### config.mk
export PLATFORM = sky130hd
export DESIGN_NAME = vgaram_arbiter_flat
export DESIGN_NICKNAME = d
export VERILOG_FILES = /design/src/rtl/vgaram_arbiter_if.sv /design/src/rtl/vgaram_arbiter.sv /design/src/flat_wrapper.sv
export SDC_FILE = /design/constraint.sdc
export NUM_CORES = 1
export LEC_CHECK = 0
export ABC_CLOCK_PERIOD_IN_PS = 2100
export CORE_MARGIN = 10
export CORE_UTILIZATION = 29
export DETAILED_ROUTE_END_ITERATION = 10
export PLACE_DENSITY_LB_ADDON = 0.3
export SYNTH_ARGS = -nofsm -noshare
export SYNTH_HDL_FRONTEND = slang
export SYNTH_SLANG_ARGS = --single-unit
### constraint.sdc
create_clock -name i_clk -period 2.1 [get_ports i_clk]
set_input_delay 0.42 -clock i_clk [delete_from_list [all_inputs] [get_ports i_clk]]
set_output_delay 0.42 -clock i_clk [all_outputs]
set_load 0.005 [all_outputs]
### src/rtl/vgaram_arbiter_if.sv
// vgaram_arbiter_if: VGA, CPU and RAM bus bundle for the VGA/CPU RAM arbiter.
// Stats ports exist only when VGARAM_ARB_STATS_EN is defined.
interface vgaram_arbiter_if #(
    parameter int ADDR_W = 16,
    parameter int DATA_W = 8
);
    logic [ADDR_W-1:0] i_vga_addr;
    logic              i_vga_cs;
    logic              i_vga_access;
    logic [DATA_W-1:0] o_vga_dat;
    logic [ADDR_W-1:0] i_cpu_addr;
    logic [DATA_W-1:0] i_cpu_dat;
    logic              i_cpu_cs;
    logic              i_cpu_we;
    logic [DATA_W-1:0] o_cpu_dat;
    logic              o_cpu_ack;
    logic [ADDR_W-1:0] o_ram_addr;
    logic [DATA_W-1:0] o_ram_dat;
    logic              o_ram_cs;
    logic              o_ram_we;
    logic [DATA_W-1:0] i_ram_dat;
`ifdef VGARAM_ARB_STATS_EN
    logic [15:0]       o_stall_cnt;
    logic              i_stats_clr;
`endif

    modport master (
        output i_vga_addr, i_vga_cs, i_vga_access, i_cpu_addr, i_cpu_dat, i_cpu_cs, i_cpu_we, i_ram_dat,
`ifdef VGARAM_ARB_STATS_EN
        output i_stats_clr,
        input  o_stall_cnt,
`endif
        input  o_vga_dat, o_cpu_dat, o_cpu_ack, o_ram_addr, o_ram_dat, o_ram_cs, o_ram_we
    );

    modport slave (
        input  i_vga_addr, i_vga_cs, i_vga_access, i_cpu_addr, i_cpu_dat, i_cpu_cs, i_cpu_we, i_ram_dat,
`ifdef VGARAM_ARB_STATS_EN
        input  i_stats_clr,
        output o_stall_cnt,
`endif
        output o_vga_dat, o_cpu_dat, o_cpu_ack, o_ram_addr, o_ram_dat, o_ram_cs, o_ram_we
    );
endinterface

### src/rtl/vgaram_arbiter.sv
// vgaram_arbiter: shares a synchronous RAM between a VGA fetcher (absolute priority) and a CPU.
// Define VGARAM_ARB_STATS_EN to add the saturating CPU stall counter.
module vgaram_arbiter #(
    parameter int ADDR_W = 16,
    parameter int DATA_W = 8
) (
    input logic           i_clk,
    input logic           i_reset_n,
    vgaram_arbiter_if.slave bus
);
    typedef enum logic [1:0] {IDLE, GRANT, DONE} state_t;

    state_t            state_q, state_d;
    logic              we_q;
    logic [DATA_W-1:0] cpu_dat_q;

    always_ff @(posedge i_clk or negedge i_reset_n) begin
        if (!i_reset_n) begin
            state_q   <= IDLE;
            we_q      <= 1'b0;
            cpu_dat_q <= '0;
        end else begin
            state_q <= state_d;
            if (state_q == GRANT) we_q <= bus.i_cpu_we;
            if (state_q == DONE && !we_q) cpu_dat_q <= bus.i_ram_dat;
        end
    end

    always_comb begin
        state_d        = state_q;
        bus.o_ram_addr = '0;
        bus.o_ram_dat  = '0;
        bus.o_ram_cs   = 1'b0;
        bus.o_ram_we   = 1'b0;
        case (state_q)
            IDLE:    state_d = (bus.i_cpu_cs && !bus.i_vga_access) ? GRANT : IDLE;
            GRANT:   state_d = bus.i_vga_cs ? IDLE : DONE;
            default: state_d = IDLE;
        endcase
        if (bus.i_vga_cs) begin
            bus.o_ram_addr = bus.i_vga_addr;
            bus.o_ram_cs   = 1'b1;
        end else if (state_q == GRANT) begin
            bus.o_ram_addr = bus.i_cpu_addr;
            bus.o_ram_dat  = bus.i_cpu_dat;
            bus.o_ram_cs   = 1'b1;
            bus.o_ram_we   = bus.i_cpu_we;
        end
    end

    // Read data is only valid in DONE, so it bypasses the register that cycle and is held afterwards.
    assign bus.o_cpu_ack = state_q == DONE;
    assign bus.o_cpu_dat = (state_q == DONE && !we_q) ? bus.i_ram_dat : cpu_dat_q;
    assign bus.o_vga_dat = bus.i_ram_dat;

`ifdef VGARAM_ARB_STATS_EN
    logic [15:0] stall_q;

    always_ff @(posedge i_clk or negedge i_reset_n) begin
        if (!i_reset_n) stall_q <= '0;
        else if (bus.i_stats_clr) stall_q <= '0;
        else if (state_q == IDLE && bus.i_cpu_cs && bus.i_vga_access && stall_q != 16'hFFFF) stall_q <= stall_q + 16'd1;
    end

    assign bus.o_stall_cnt = stall_q;
`endif
endmodule

### src/flat_wrapper.sv
// flat-port wrapper written by rule: the top's interface ports become plain ports
module vgaram_arbiter_flat 
#(
    parameter int ADDR_W = 16,
    parameter int DATA_W = 8
)
  (i_clk, i_reset_n, bus_i_vga_addr, bus_i_vga_cs, bus_i_vga_access, bus_i_cpu_addr, bus_i_cpu_dat, bus_i_cpu_cs, bus_i_cpu_we, bus_i_ram_dat, bus_o_vga_dat, bus_o_cpu_dat, bus_o_cpu_ack, bus_o_ram_addr, bus_o_ram_dat, bus_o_ram_cs, bus_o_ram_we);
  vgaram_arbiter_if #(.ADDR_W(ADDR_W), .DATA_W(DATA_W)) bus_i ();
  input logic i_clk;
  input logic i_reset_n;
  input wire logic [$bits(bus_i.i_vga_addr)-1:0] bus_i_vga_addr;
  input wire logic [$bits(bus_i.i_vga_cs)-1:0] bus_i_vga_cs;
  input wire logic [$bits(bus_i.i_vga_access)-1:0] bus_i_vga_access;
  input wire logic [$bits(bus_i.i_cpu_addr)-1:0] bus_i_cpu_addr;
  input wire logic [$bits(bus_i.i_cpu_dat)-1:0] bus_i_cpu_dat;
  input wire logic [$bits(bus_i.i_cpu_cs)-1:0] bus_i_cpu_cs;
  input wire logic [$bits(bus_i.i_cpu_we)-1:0] bus_i_cpu_we;
  input wire logic [$bits(bus_i.i_ram_dat)-1:0] bus_i_ram_dat;
  output wire logic [$bits(bus_i.o_vga_dat)-1:0] bus_o_vga_dat;
  output wire logic [$bits(bus_i.o_cpu_dat)-1:0] bus_o_cpu_dat;
  output wire logic [$bits(bus_i.o_cpu_ack)-1:0] bus_o_cpu_ack;
  output wire logic [$bits(bus_i.o_ram_addr)-1:0] bus_o_ram_addr;
  output wire logic [$bits(bus_i.o_ram_dat)-1:0] bus_o_ram_dat;
  output wire logic [$bits(bus_i.o_ram_cs)-1:0] bus_o_ram_cs;
  output wire logic [$bits(bus_i.o_ram_we)-1:0] bus_o_ram_we;
  assign bus_i.i_vga_addr = bus_i_vga_addr;
  assign bus_i.i_vga_cs = bus_i_vga_cs;
  assign bus_i.i_vga_access = bus_i_vga_access;
  assign bus_i.i_cpu_addr = bus_i_cpu_addr;
  assign bus_i.i_cpu_dat = bus_i_cpu_dat;
  assign bus_i.i_cpu_cs = bus_i_cpu_cs;
  assign bus_i.i_cpu_we = bus_i_cpu_we;
  assign bus_i.i_ram_dat = bus_i_ram_dat;
  assign bus_o_vga_dat = bus_i.o_vga_dat;
  assign bus_o_cpu_dat = bus_i.o_cpu_dat;
  assign bus_o_cpu_ack = bus_i.o_cpu_ack;
  assign bus_o_ram_addr = bus_i.o_ram_addr;
  assign bus_o_ram_dat = bus_i.o_ram_dat;
  assign bus_o_ram_cs = bus_i.o_ram_cs;
  assign bus_o_ram_we = bus_i.o_ram_we;
  vgaram_arbiter #(.ADDR_W(ADDR_W), .DATA_W(DATA_W)) u_core (.i_clk(i_clk), .i_reset_n(i_reset_n), .bus(bus_i));
endmodule
==> results.txt <==
CTS Buf Count -> 3
largest net degree at the start of global routing -> 34
measured slew at the worst slew-check pin -> 470 ps
Final Cell Area -> 1820 um^2
Max-Cap Viols -> 0
Relative slew margins -> 68.6%
Layout fillers -> 224
Most Crowded Layer GR -> met2
diodes inserted -> 0
r2r worst-path depth -> 4
status -> completed
sequential area share after synthesis -> 33.7%
Detailed Route WL -> 3450 um
Routability Congestion -> 0.735
later-pin clock latency in the skew report -> 260 ps
Post-DP Area -> 1780 um^2
worst clock skew -> 4.62 ps
Reg2Reg Setup Slack -> 760 ps
Final Max Slew Viols -> 0
RSZ-0062 raised after global routing -> yes
antenna-violating nets left -> 0
first-pass GRT wire length -> 5110 um
Hold Violations, Final -> 0
root buf cell -> clkbuf_4
Vias/cell -> 4.52
Cell variety after synth -> 14
Residual DRC -> 0
number of global-route vias before repair -> 995
chip height -> 73.0 um
HPWL after detailed placement -> 2970 um
CP required -> 1680 ps
Synth Instances -> 96
Tcrit/Tclk final -> 96.3%
Initial Util -> 29.8%
Std-Cell Core Area -> 2730 um^2
met1 Use GR -> 12.2%
vias -> 1018
total chip power -> 0.000859 W
WP data arrival -> 1600 ps
FMAX -> 0.494 GHz
# IOs -> 97
Die ar. -> 5330 um^2
peak supply drop -> 0.000491 V
worst hold path type -> in2async
Tmin final -> 2020 ps
Syn Area/Cell -> 8.50 um^2
H-tree levels -> 1
DR WL/cell -> 15.3 um
WS Path Type -> reg2out
CTS tree -> done
setup TNS -> 0 ps
Pre-antenna DRT Iters -> 4
Synthesis Warnings -> 0
net count after synthesis -> 150
clock net sink count -> 11
met3 usage -> 5.44%
Pwr Density -> 473 nW/um^2
drt initial violations -> 23
RR Endpoint -> u_core.cpu_dat_q[3]$_DFF_PN0_
Area growth syn-to-layout -> 123%
area leader, netlist -> dfrtp_1
Crit. End Element -> primary output
clock tree buffer depth -> 2
worst r2r src -> u_core.we_q$_DFFE_PN0N_
Static Leak -> 0.855 nW
crit start category -> register
final setup violation count -> 0
die width -> 73.0 um
GRT met2 Usage -> 20.9%
Synth top area share -> 33.7%
Seq cells post-synth -> 11
gr ovfl total -> 0
layout cells sized above 1 -> 15.5%
port buffer count -> 96
initial antenna violation count -> 0
CTS clock-pin slew for the worst setup and hold paths -> 70 ps
hold-fix buffers at CTS -> 0
Placement Rows -> 19
Total Routing Usage GR -> 11.8%
layout net count -> 249
CP max FO -> 8
WHS -> 477 ps
top cells by area, synth -> dfrtp_1 34%, nand2b_1 14%, mux2_2 12%
Post-Synthesis Cell Area -> 816 um^2
-- state kept, by name, summed over array words and instances (netlist names) --
signal            flops
u_core.state_q        2
u_core.we_q           1
u_core.cpu_dat_q      8
-- what timing repair did --
action / CTS / global route
setup buffers: 6 / 0
pin swaps: 1 / 0
setup endpoints to repair: 34 / 7
resized for setup: 55 / 7
-- layout make-up --
cell class	count	area, um^2	share of cell area, %
tap	31	38.8	2.13
timing repair buffer	107	1020	55.9
clock buffer	4	26.3	1.45
sequential	11	275	15.2
multi-input combinational	72	460	25.3
-- cells in the final DEF (no fill, tap or decap), types with 2 or more instances in the layout --
cell / instances
nand2b_1: 18
dlygate4sd2_1: 28
buf_6: 4
nand2_1: 16
dfrtp_1: 11
o21ai_1: 5
clkdlybuf4s50_1: 61
mux2_2: 8
clkdlybuf4s15_1: 2
o21ai_0: 11
buf_2: 3
and2_1: 9
buf_4: 8
clkbuf_4: 3
-- worst max-delay path: stages, from the launching register on --
cell and delay (ps):
dfrtp_1 410, nor3b_4 200, buf_6 160, buf_4 110
mux2_2 340, buf_6 120
-- synth_stat cells --
cell,count
and2_1,9
buf_2,3
buf_4,8
clkbuf_1,1
clkbuf_2,1
dfrtp_1,11
mux2_2,9
nand2_1,16
nand2b_1,18
nor2b_1,1
nor3b_2,1
nor3b_4,1
nor4b_1,1
o21ai_0,16
-- how the worst max path moves through the flow --
stage	start	to	slack [ps]	cells past startpoint
after global routing	u_core.state_q[0]$_DFF_PN0_	bus_o_cpu_dat[0]	-2	5
after CTS	u_core.we_q$_DFFE_PN0N_	bus_o_cpu_dat[7]	30	4
after detailed placement	bus_i_vga_cs	bus_o_ram_addr[3]	-270	5
final	u_core.we_q$_DFFE_PN0N_	bus_o_cpu_dat[3]	80	5
after global placement	bus_i_vga_cs	bus_o_ram_addr[9]	-210	5
after floorplan	u_core.state_q[0]$_DFF_PN0_	bus_o_cpu_dat[0]	520	2
-- cell families after synthesis --
group | synth area share (%)
AOI/OAI and AO/OA | 9.82
buffers and inverters | 10.3
DFF | 33.7
muxes | 12.4
and+or+nand+nor | 33.7
-- metal layers --
layer | vias to the layer above | wire [um]
li1 | 505 | -
met1 | 451 | 1190
met2 | 58 | 1750
met3 | 4 | 467
met4 | 0 | 36
met5 | - | 0
-- through the flow --
stage	setup slack (ps)	cells	util [%]
after floorplan	524	96	-
after global placement	-214	215	65.2
after detailed placement	-268	215	65.2
after CTS	33.1	225	65.8
after global routing	-1.64	225	66.5
final	76.8	225	66.5
-- power by group --
group / switching, W / total, W / internal (W)
Clock: 0.0000650 / 0.000138 / 0.0000734
Sequential: 0.0000214 / 0.000301 / 0.000279
Combinational: 0.000139 / 0.000420 / 0.000281
Note: power is estimated with default switching activity, not from simulation.
